File: src/rtl/regfile_ctrl_pkg.sv
// Shared encodings and sizes for the register file arbiter.
// The FSM state type maps onto the fixed 2-bit state codes.
package regfile_ctrl_pkg;

    localparam logic [1:0] IDLE  = 2'd0;
    localparam logic [1:0] WRITE = 2'd1;
    localparam logic [1:0] READ  = 2'd2;
    localparam logic [1:0] RESP  = 2'd3;

    localparam int RF_DEPTH  = 8;
    localparam int RF_WIDTH  = 16;
    localparam int RF_ADDR_W = 16;

    typedef enum logic [1:0] {
        ST_IDLE  = IDLE,
        ST_WRITE = WRITE,
        ST_READ  = READ,
        ST_RESP  = RESP
    } state_t;

    // Width of a requester index; at least one bit even for NREQ=2.
    function automatic int ptr_w(input int n);
        return (n <= 2) ? 1 : $clog2(n);
    endfunction

endpackage

File: src/rtl/rr_pick.sv
// Combinational round-robin selector: first set request at or after ptr,
// searching cyclically.
module rr_pick #(
    parameter int NREQ  = 4,
    parameter int PTR_W = 2
) (
    input  logic [NREQ-1:0]  req,
    input  logic [PTR_W-1:0] ptr,
    output logic [NREQ-1:0]  win,
    output logic [PTR_W-1:0] win_idx,
    output logic             any
);

    always_comb begin
        int j;
        logic [PTR_W-1:0] idx;
        win     = '0;
        win_idx = '0;
        any     = 1'b0;
        j       = 0;
        idx     = '0;
        for (int k = 0; k < NREQ; k++) begin
            j = int'(ptr) + k;
            if (j >= NREQ) j = j - NREQ;
            idx = PTR_W'(j);
            if (!any && req[idx]) begin
                any      = 1'b1;
                win[idx] = 1'b1;
                win_idx  = idx;
            end
        end
    end

endmodule

File: src/rtl/regfile_arbiter.sv
// Round-robin controller sharing one register file among NREQ requesters;
// sequences wrEN/rdEN/address/wrData and returns read data with a one-hot valid.
module regfile_arbiter #(
    parameter int NREQ      = 4,
    parameter int WIDTH     = 16,
    parameter int ADDR_W    = 3,
    parameter int RF_ADDR_W = regfile_ctrl_pkg::RF_ADDR_W
) (
    input  logic                   clk,
    input  logic                   rst,
    input  logic [NREQ-1:0]        req,
    input  logic [NREQ-1:0]        req_we,
    input  logic [NREQ*ADDR_W-1:0] req_addr,
    input  logic [NREQ*WIDTH-1:0]  req_wdata,
    output logic [NREQ-1:0]        gnt,
    output logic [NREQ-1:0]        rsp_valid,
    output logic [WIDTH-1:0]       rsp_rdata,
    output logic                   rf_wrEN,
    output logic                   rf_rdEN,
    output logic [RF_ADDR_W-1:0]   rf_address,
    output logic [WIDTH-1:0]       rf_wrData,
    input  logic [WIDTH-1:0]       rf_rdData
);
    import regfile_ctrl_pkg::*;

    localparam int PTR_W = ptr_w(NREQ);

    state_t           state;
    logic [PTR_W-1:0] ptr;
    logic [PTR_W-1:0] cur;
    logic [NREQ-1:0]  win;
    logic [PTR_W-1:0] win_idx;
    logic             any;

    rr_pick #(.NREQ(NREQ), .PTR_W(PTR_W)) u_pick (
        .req     (req),
        .ptr     (ptr),
        .win     (win),
        .win_idx (win_idx),
        .any     (any)
    );

    // The rf pins are registered and double as the latched transaction:
    // address and write data stay put until the enable drops.
    always_ff @(posedge clk) begin
        if (!rst) begin
            state      <= ST_IDLE;
            ptr        <= '0;
            cur        <= '0;
            gnt        <= '0;
            rsp_valid  <= '0;
            rsp_rdata  <= '0;
            rf_wrEN    <= 1'b0;
            rf_rdEN    <= 1'b0;
            rf_address <= '0;
            rf_wrData  <= '0;
        end else begin
            gnt       <= '0;
            rsp_valid <= '0;
            case (state)
                ST_IDLE: begin
                    if (any) begin
                        cur        <= win_idx;
                        gnt        <= win;
                        ptr        <= (win_idx == PTR_W'(NREQ-1)) ? '0 : win_idx + 1'b1;
                        rf_address <= RF_ADDR_W'(req_addr[win_idx*ADDR_W +: ADDR_W]);
                        if (req_we[win_idx]) begin
                            rf_wrEN   <= 1'b1;
                            rf_wrData <= req_wdata[win_idx*WIDTH +: WIDTH];
                            state     <= ST_WRITE;
                        end else begin
                            rf_rdEN <= 1'b1;
                            state   <= ST_READ;
                        end
                    end
                end
                ST_WRITE: begin
                    rf_wrEN    <= 1'b0;
                    rf_wrData  <= '0;
                    rf_address <= '0;
                    state      <= ST_IDLE;
                end
                ST_READ: begin
                    state <= ST_RESP;
                end
                ST_RESP: begin
                    rf_rdEN        <= 1'b0;
                    rf_address     <= '0;
                    rsp_rdata      <= rf_rdData;
                    rsp_valid[cur] <= 1'b1;
                    state          <= ST_IDLE;
                end
                default: state <= ST_IDLE;
            endcase
        end
    end

endmodule

File: config.mk
export PLATFORM = sky130hd
export DESIGN_NAME = regfile_arbiter
export DESIGN_NICKNAME = d
export VERILOG_FILES = /design/src/rtl/regfile_ctrl_pkg.sv /design/src/rtl/rr_pick.sv /design/src/rtl/regfile_arbiter.sv
export SDC_FILE = /design/constraint.sdc
export NUM_CORES = 1
export LEC_CHECK = 0
export ABC_AREA = 1
export CAP_MARGIN = 20
export CORE_MARGIN = 3
export CORE_UTILIZATION = 35
export CTS_BUF_LIST = sky130_fd_sc_hd__clkbuf_8
export CTS_CLUSTER_SIZE = 8
export DETAILED_ROUTE_END_ITERATION = 8
export PLACE_DENSITY = 0.7
export SLEW_MARGIN = 30
export SYNTH_ARGS = -nofsm -noshare
export SYNTH_HDL_FRONTEND = slang
export SYNTH_SLANG_ARGS = --single-unit
export TNS_END_PERCENT = 5
File: constraint.sdc
create_clock -name clk -period 3.9 [get_ports clk]
set_clock_uncertainty 0.1 [all_clocks]
set_input_delay 0.585 -clock clk [delete_from_list [all_inputs] [get_ports clk]]
set_output_delay 0.585 -clock clk [all_outputs]
set_load 0.01 [all_outputs]
==> out/metrics.cfg, run 1 <==
[synth]
synth_top_area_cell = dfxtp_1
seq_area_frac_synth_pct = 29.7
ys_warn_count = 0
synth_flop_cell = dfxtp_1
yosys_register_bits = 51
syn_avg_cell_area_um2 = 6.39
syn_area_um2 = 3440
postSynthCellCount = 538
synth_cell_types = 33
yosys-top-cells-area = dfxtp_1, nand2_1, nand3_1
async_flop_share_pct = 0
yosys.area.top_type_share_pct = 29.7
synth_enable_flop_cells = 0

[power_and_ir_drop]
cellLeakagePower_nw = 2.37
power_mw = 3.92
ir_worst_vdd_uv = 280
p_sw_share_pct = 51.4
seqPwrFrac_pct = 18.9
p_per_area_nw_per_um2 = 777
combPwrFrac_pct = 72.2
p_switching_mw = 2.01
intPower_mw = 1.90
power_frac_clock_pct = 8.9

[placement]
gp_congestion = 0.910
dp_slack_ns = 0.777
placed_cells = 794
placed_area_um2 = 4930
hpwl_um = 8290
port_buffers = 146

[cells_and_area]
antennaDiodeCount = 0
syn2layout_area_growth_pct = 46.6
layout-drive-gt1-share_pct = 5.80
stdcell_count = 801
utilization_pct = 53.8
stdcell_area_um2 = 5040
layout_common_cells = clkdlybuf4s50_1, nand2_1, inv_1
layout_commonest_cell = clkdlybuf4s50_1
fin_nets = 782
nFillCells = 960

[sta]
worst_slew_pin_slew_ns = 0.716
rsz0062_at_grt = false
fin_crit_sh_pct = 80.3
setup_tns_ns = 0
drv_slew = 0
post-route-min-period_ns = 3.13
holdWs_ns = 0.363
hold_viol = 0
relSlewSlack_pct = 52.3
setup_viol = 0
fmax_mhz = 319
fin_ws_ns = 0.768

[worst_hold_path]
min_path_cells = 2
hold_class = reg -> reg

[grt]
grt_usage_pct = 18.5
grtUsageMet1_pct = 21.8
grt_max_degree = 31
grt_pass1_wl_um = 16800
met2_usage_pct = 33.3
grtUsageMet3_pct = 5.00
grt.overflow.total = 0
grt_pass1_vias = 3616
grt_antenna_before_repair = 0
grt_most_used_layer = met2

[outcome]
run_status = complete, no violations

[routing]
drc_errors = 0
via_per_inst = 4.71
drt_wl_total_um = 10500
drt_iter0_drc = 165
firstDrtPassIters = 5
final_antenna_net_count = 0
drt-wirelength-per-cell_um = 13.1
vias = 3769

[worst_setup_path]
crit_type = reg -> reg
start_kind = flop
end_kind = flop
crit_path_max_fanout = 30
arrival_ns = 3.23
rr_worst_depth = 16
required_ns = 4.00

[floorplanning]
fp.dieH_um = 105
fp-row-count = 35
core-area_um2 = 9370
dieArea_um2 = 11000
pin_count = 160
start_util_pct = 36.7
die_x_um = 105

[clocking]
cts_root_buf = clkbuf_8
cts_max_level = 2
path_clk_slew_ns = 0.09
cts_setup_buffers = 0
post_cts_resized = 0
ctsHoldBuffers = 0
cts_sinks = 51
clock_path_buffers = 2
clk_latency_ns = 0.29
cts_tree = built
cts_inserted_buffers = 5

[flow_run]
drv_cap = 0

[critical path, cell delays in order (launching register included)]
cell and delay (ns):
dfxtp_1 0.58, inv_2 0.17, ha_1 0.43, inv_1 0.10
nand3_2 0.10, nand2_4 0.09, nor2_4 0.17, nor2_1 0.06
nand2_2 0.08, buf_4 0.29, nand3_1 0.13, nand3_2 0.13
nand3_4 0.20, nand2_4 0.17, inv_4 0.08, nor2_1 0.09
nor2_1 0.05
[Yosys cell counts, types with 2 or more instances]
master,instances
nand2_1,136
inv_4,2
nand3b_1,28
nand2_2,3
nor2_1,46
nand2_4,6
dfxtp_1,51
buf_2,12
inv_1,82
nand3_1,63
buf_1,3
o22ai_1,6
ha_1,8
nor3_1,4
buf_4,14
o21ai_0,31
buf_6,3
nand3_2,5
a21oi_1,14
nand3_4,2
clkbuf_1,7
[power by group through the flow]
| stage | combinational, mW | sequential (mW) | clock, mW |
|---|---|---|---|
| after global placement | 2.77 | 0.752 | 0 |
| after floorplan | 2.04 | 0.788 | 0 |
| after CTS | 2.84 | 0.742 | 0.361 |
| after detailed placement | 2.84 | 0.751 | 0 |
| after global routing | 3.20 | 0.758 | 0.382 |
| final | 2.83 | 0.741 | 0.350 |
[per-layer routing]
metal / part of all wire (%) / vias to the layer above / wire length (um)
li1: - / 1920 / -
met1: 42 / 1677 / 4360
met2: 49 / 160 / 5120
met3: 8.4 / 12 / 879
met4: 1.2 / 0 / 131
met5: 0 / - / 0
[final timing paths]
kind	from	end	slack [ns]
setup reg to reg	ptr[1]	rf_wrData[15]	0.77
setup / recovery	ptr[1]	rf_wrData[15]	0.77
hold / removal	rsp_rdata[11]	rsp_rdata[11]	0.36
hold reg to reg	rsp_rdata[11]	rsp_rdata[11]	0.36
[flip-flops by register name, indices dropped and copies added, names as in the netlist, 2 cells and up]
name / flops
rf_wrData: 16
cur: 2
rsp_valid: 4
state: 2
rf_address: 3
rsp_rdata: 16
gnt: 4
ptr: 2
[cell families after synthesis]
| kind of cell | after synthesis | synth area share [%] |
|---|---|---|
| flops | 51 | 29.7 |
| compound gates | 56 | 8.70 |
| buf+inv | 125 | 16.6 |
| simple gates | 297 | 42.0 |
| other cells | 1 | 0.109 |
| fa+ha+maj | 8 | 2.91 |
[area by class of cell]
class                           instances  area [um2]  share of cell area, %
Clock buffer                            5        68.8                   1.37
Tap cell                              129         161                   3.20
Inverter                               86         333                   6.60
Sequential cell                        51        1020                   20.3
Timing Repair Buffer                  154        1520                   30.2
Clock inverter                          2        37.5                  0.745
Multi-Input combinational cell        374        1900                   37.6
Power figures use the tool's default switching activity.
==> run 2, diff against run 1 <==
Settings changed: PLACE_DENSITY 0.7 to 0.73.
Clock period 3.9 ns to 2.7 ns, I/O delays scaled along.
==> out/metrics.cfg, run 2 (synthesis gave the netlist of run 1 again) <==
[worst_setup_path]
crit_type = reg -> reg
crit_chain = inv_2 > ha_2 > inv_1 > nand3_2 > nand2_4 > a21oi_1 > nand2_1 > nand2_4 > nand2_1 > nand3_2 > nand3_4 > buf_12 > nand3_1 > nand2_1 > nor2_1
end_kind = flop
slowest_delay_ns = 0.41  ; -0.17 ns
required_ns = 2.83  ; -1.17 ns
arrival_ns = 2.63  ; -0.60 ns
crit_path_max_fanout = 14  ; -53%
start_kind = flop
crit_slowest_cell = ha_2
cp_common_cell = nand2_1

[clocking]
cts_root_buf = clkbuf_8
clock_path_buffers = 2  ; unchanged
path_clk_slew_ns = 0.11  ; +0.02 ns
cts_sinks = 51  ; unchanged
cts_tree = built
cts_inserted_buffers = 5  ; unchanged
clk_latency_ns = 0.30  ; about the same
cts_max_level = 2  ; unchanged

[sta]
fmax_mhz = 400  ; +25%
holdWs_ns = 0.371  ; +0.00812 ns
setup_tns_ns = 0  ; unchanged
setup_viol = 0  ; unchanged
relSlewSlack_pct = 58.6  ; +6.4 points
hold_viol = 0  ; unchanged
worst_slew_pin_slew_ns = 0.619  ; -0.0971 ns
drv_slew = 0  ; unchanged
rsz0062_at_grt = false
fin_ws_ns = 0.202  ; -0.566 ns
fin_crit_sh_pct = 92.5  ; +12 points
post-route-min-period_ns = 2.50  ; -0.634 ns

[power_and_ir_drop]
p_sw_share_pct = 50.6  ; -0.83 points
combPwrFrac_pct = 74.1  ; +1.9 points
p_switching_mw = 2.98  ; +48%
p_per_area_nw_per_um2 = 1150  ; +47%
ir_worst_vdd_uv = 428  ; +53%
cellLeakagePower_nw = 2.41  ; +1.6%
intPower_mw = 2.91  ; +53%
seqPwrFrac_pct = 18.2  ; -0.7 points
power_frac_clock_pct = 7.7  ; -1.2 points

[floorplanning]
core-area_um2 = 9370  ; unchanged
fp.dieH_um = 105  ; unchanged
start_util_pct = 36.7  ; unchanged
dieArea_um2 = 11000  ; unchanged
pin_count = 160  ; unchanged
die_x_um = 105  ; unchanged
fp-row-count = 35  ; unchanged

[placement]
hpwl_um = 8400  ; +1.4%
gp_congestion = 0.852  ; -6.4%
dp_slack_ns = 0.0449  ; -0.732 ns
port_buffers = 146  ; unchanged

[cells_and_area]
antennaDiodeCount = 0  ; unchanged
layout_common_cells = clkdlybuf4s50_1, nand2_1, inv_1
layout-drive-gt1-share_pct = 7.36  ; +1.6 points
layout_commonest_cell = clkdlybuf4s50_1
fin_nets = 788  ; +0.77%
syn2layout_area_growth_pct = 49.5
nFillCells = 954  ; -0.63%
utilization_pct = 54.9  ; +1.1 points
largestRegisters = rf_wrData (16), rsp_rdata (16)

[worst_hold_path]
hold_class = reg -> reg

[routing]
drt_iter0_drc = 153  ; -7.3%
vias = 3801  ; +0.85%
via_per_inst = 4.70  ; about the same
drt_wl_total_um = 10600  ; +0.89%
firstDrtPassIters = 5  ; unchanged
final_antenna_net_count = 0  ; unchanged
drt-wirelength-per-cell_um = 13.1  ; about the same
drc_errors = 0  ; unchanged

[grt]
grt_pass1_wl_um = 17200  ; +2.4%
grt_usage_pct = 18.7  ; +0.20 points
grt.overflow.total = 0  ; unchanged
grt_pass1_vias = 3601  ; -0.41%
grt_max_degree = 29  ; -6.5%
grt_antenna_before_repair = 0  ; unchanged

[flow_run]
drv_cap = 0  ; unchanged

[outcome]
run_status = complete, no violations

==> run 2: changes by cell type in the layout (fill, tap and decap cells not counted), sizes merged <==
cell      previous run  this run
buf                  8        13
clkinvlp             1         3
bufinv               1         0
inv                 86        87
==> run 2: area by class of cell <==
cell class	count	area (um2)	area share [%]
clock buffers	5	68.8	1.34
clock inverters	3	25.0	0.487
inverters	86	339	6.60
multi-input cells	374	1910	37.1
flip-flops and latches	51	1020	19.9
well taps	129	161	3.14
repair buffers	159	1610	31.4
repair inverters	1	5.00	0.0973
==> run 2: metrics by stage <==
step / power (mW) / instance area, um2 / std cells
5_1_grt: 6.50 / 5140 / 808
6_report: 5.89 / 5140 / 808
3_3_place_gp: 5.28 / 5020 / 799
3_5_place_dp: 5.36 / 5020 / 799
4_1_cts: 5.83 / 5110 / 807
2_1_floorplan: 4.09 / 3480 / 550
==> run 2: path summary, 6_finish.rpt <==
path,cells past startpoint,slack (ns),to,startpoint
worst max-delay path,15,0.20,rf_wrData[4],ptr[1]
worst min-delay path,2,0.37,rsp_rdata[12],rsp_rdata[12]
worst max register to register,15,0.20,rf_wrData[4],ptr[1]
worst min register to register,2,0.37,rsp_rdata[12],rsp_rdata[12]
==> run 2: timing repair <==
item / 4_1_cts / 5_1_grt
resized for setup: 0 / 8
setup endpoints to repair: 0 / 20
hold buffers: 0 / 0
setup buffers: 0 / 0
==> run 2: layer usage <==
layer | routed length, um | track usage, %
met1 | 4580 | 23.1
met5 | 0 | 0
met2 | 5260 | 33.2
met3 | 698 | 4.88
met4 | 44 | 2.44
==> run 2: power groups by stage <==
stage	Combinational (mW)	Sequential, mW	Clock (mW)
after floorplan	2.95	1.14	0
after global placement	4.20	1.08	0
after detailed placement	4.27	1.09	0
after CTS	4.29	1.07	0.467
after global routing	4.91	1.10	0.498
final	4.37	1.07	0.453
==> run 2: worst max-delay path, delay by kind of cell (launching register included) <==
family / cells / cell delay, ns
AND/OR/NAND/NOR: 10 / 1.04
AO/OA/AOI/OAI: 1 / 0.15
flip-flops: 1 / 0.36
adder cells (fa/ha/maj): 1 / 0.41
buffers and inverters: 3 / 0.35
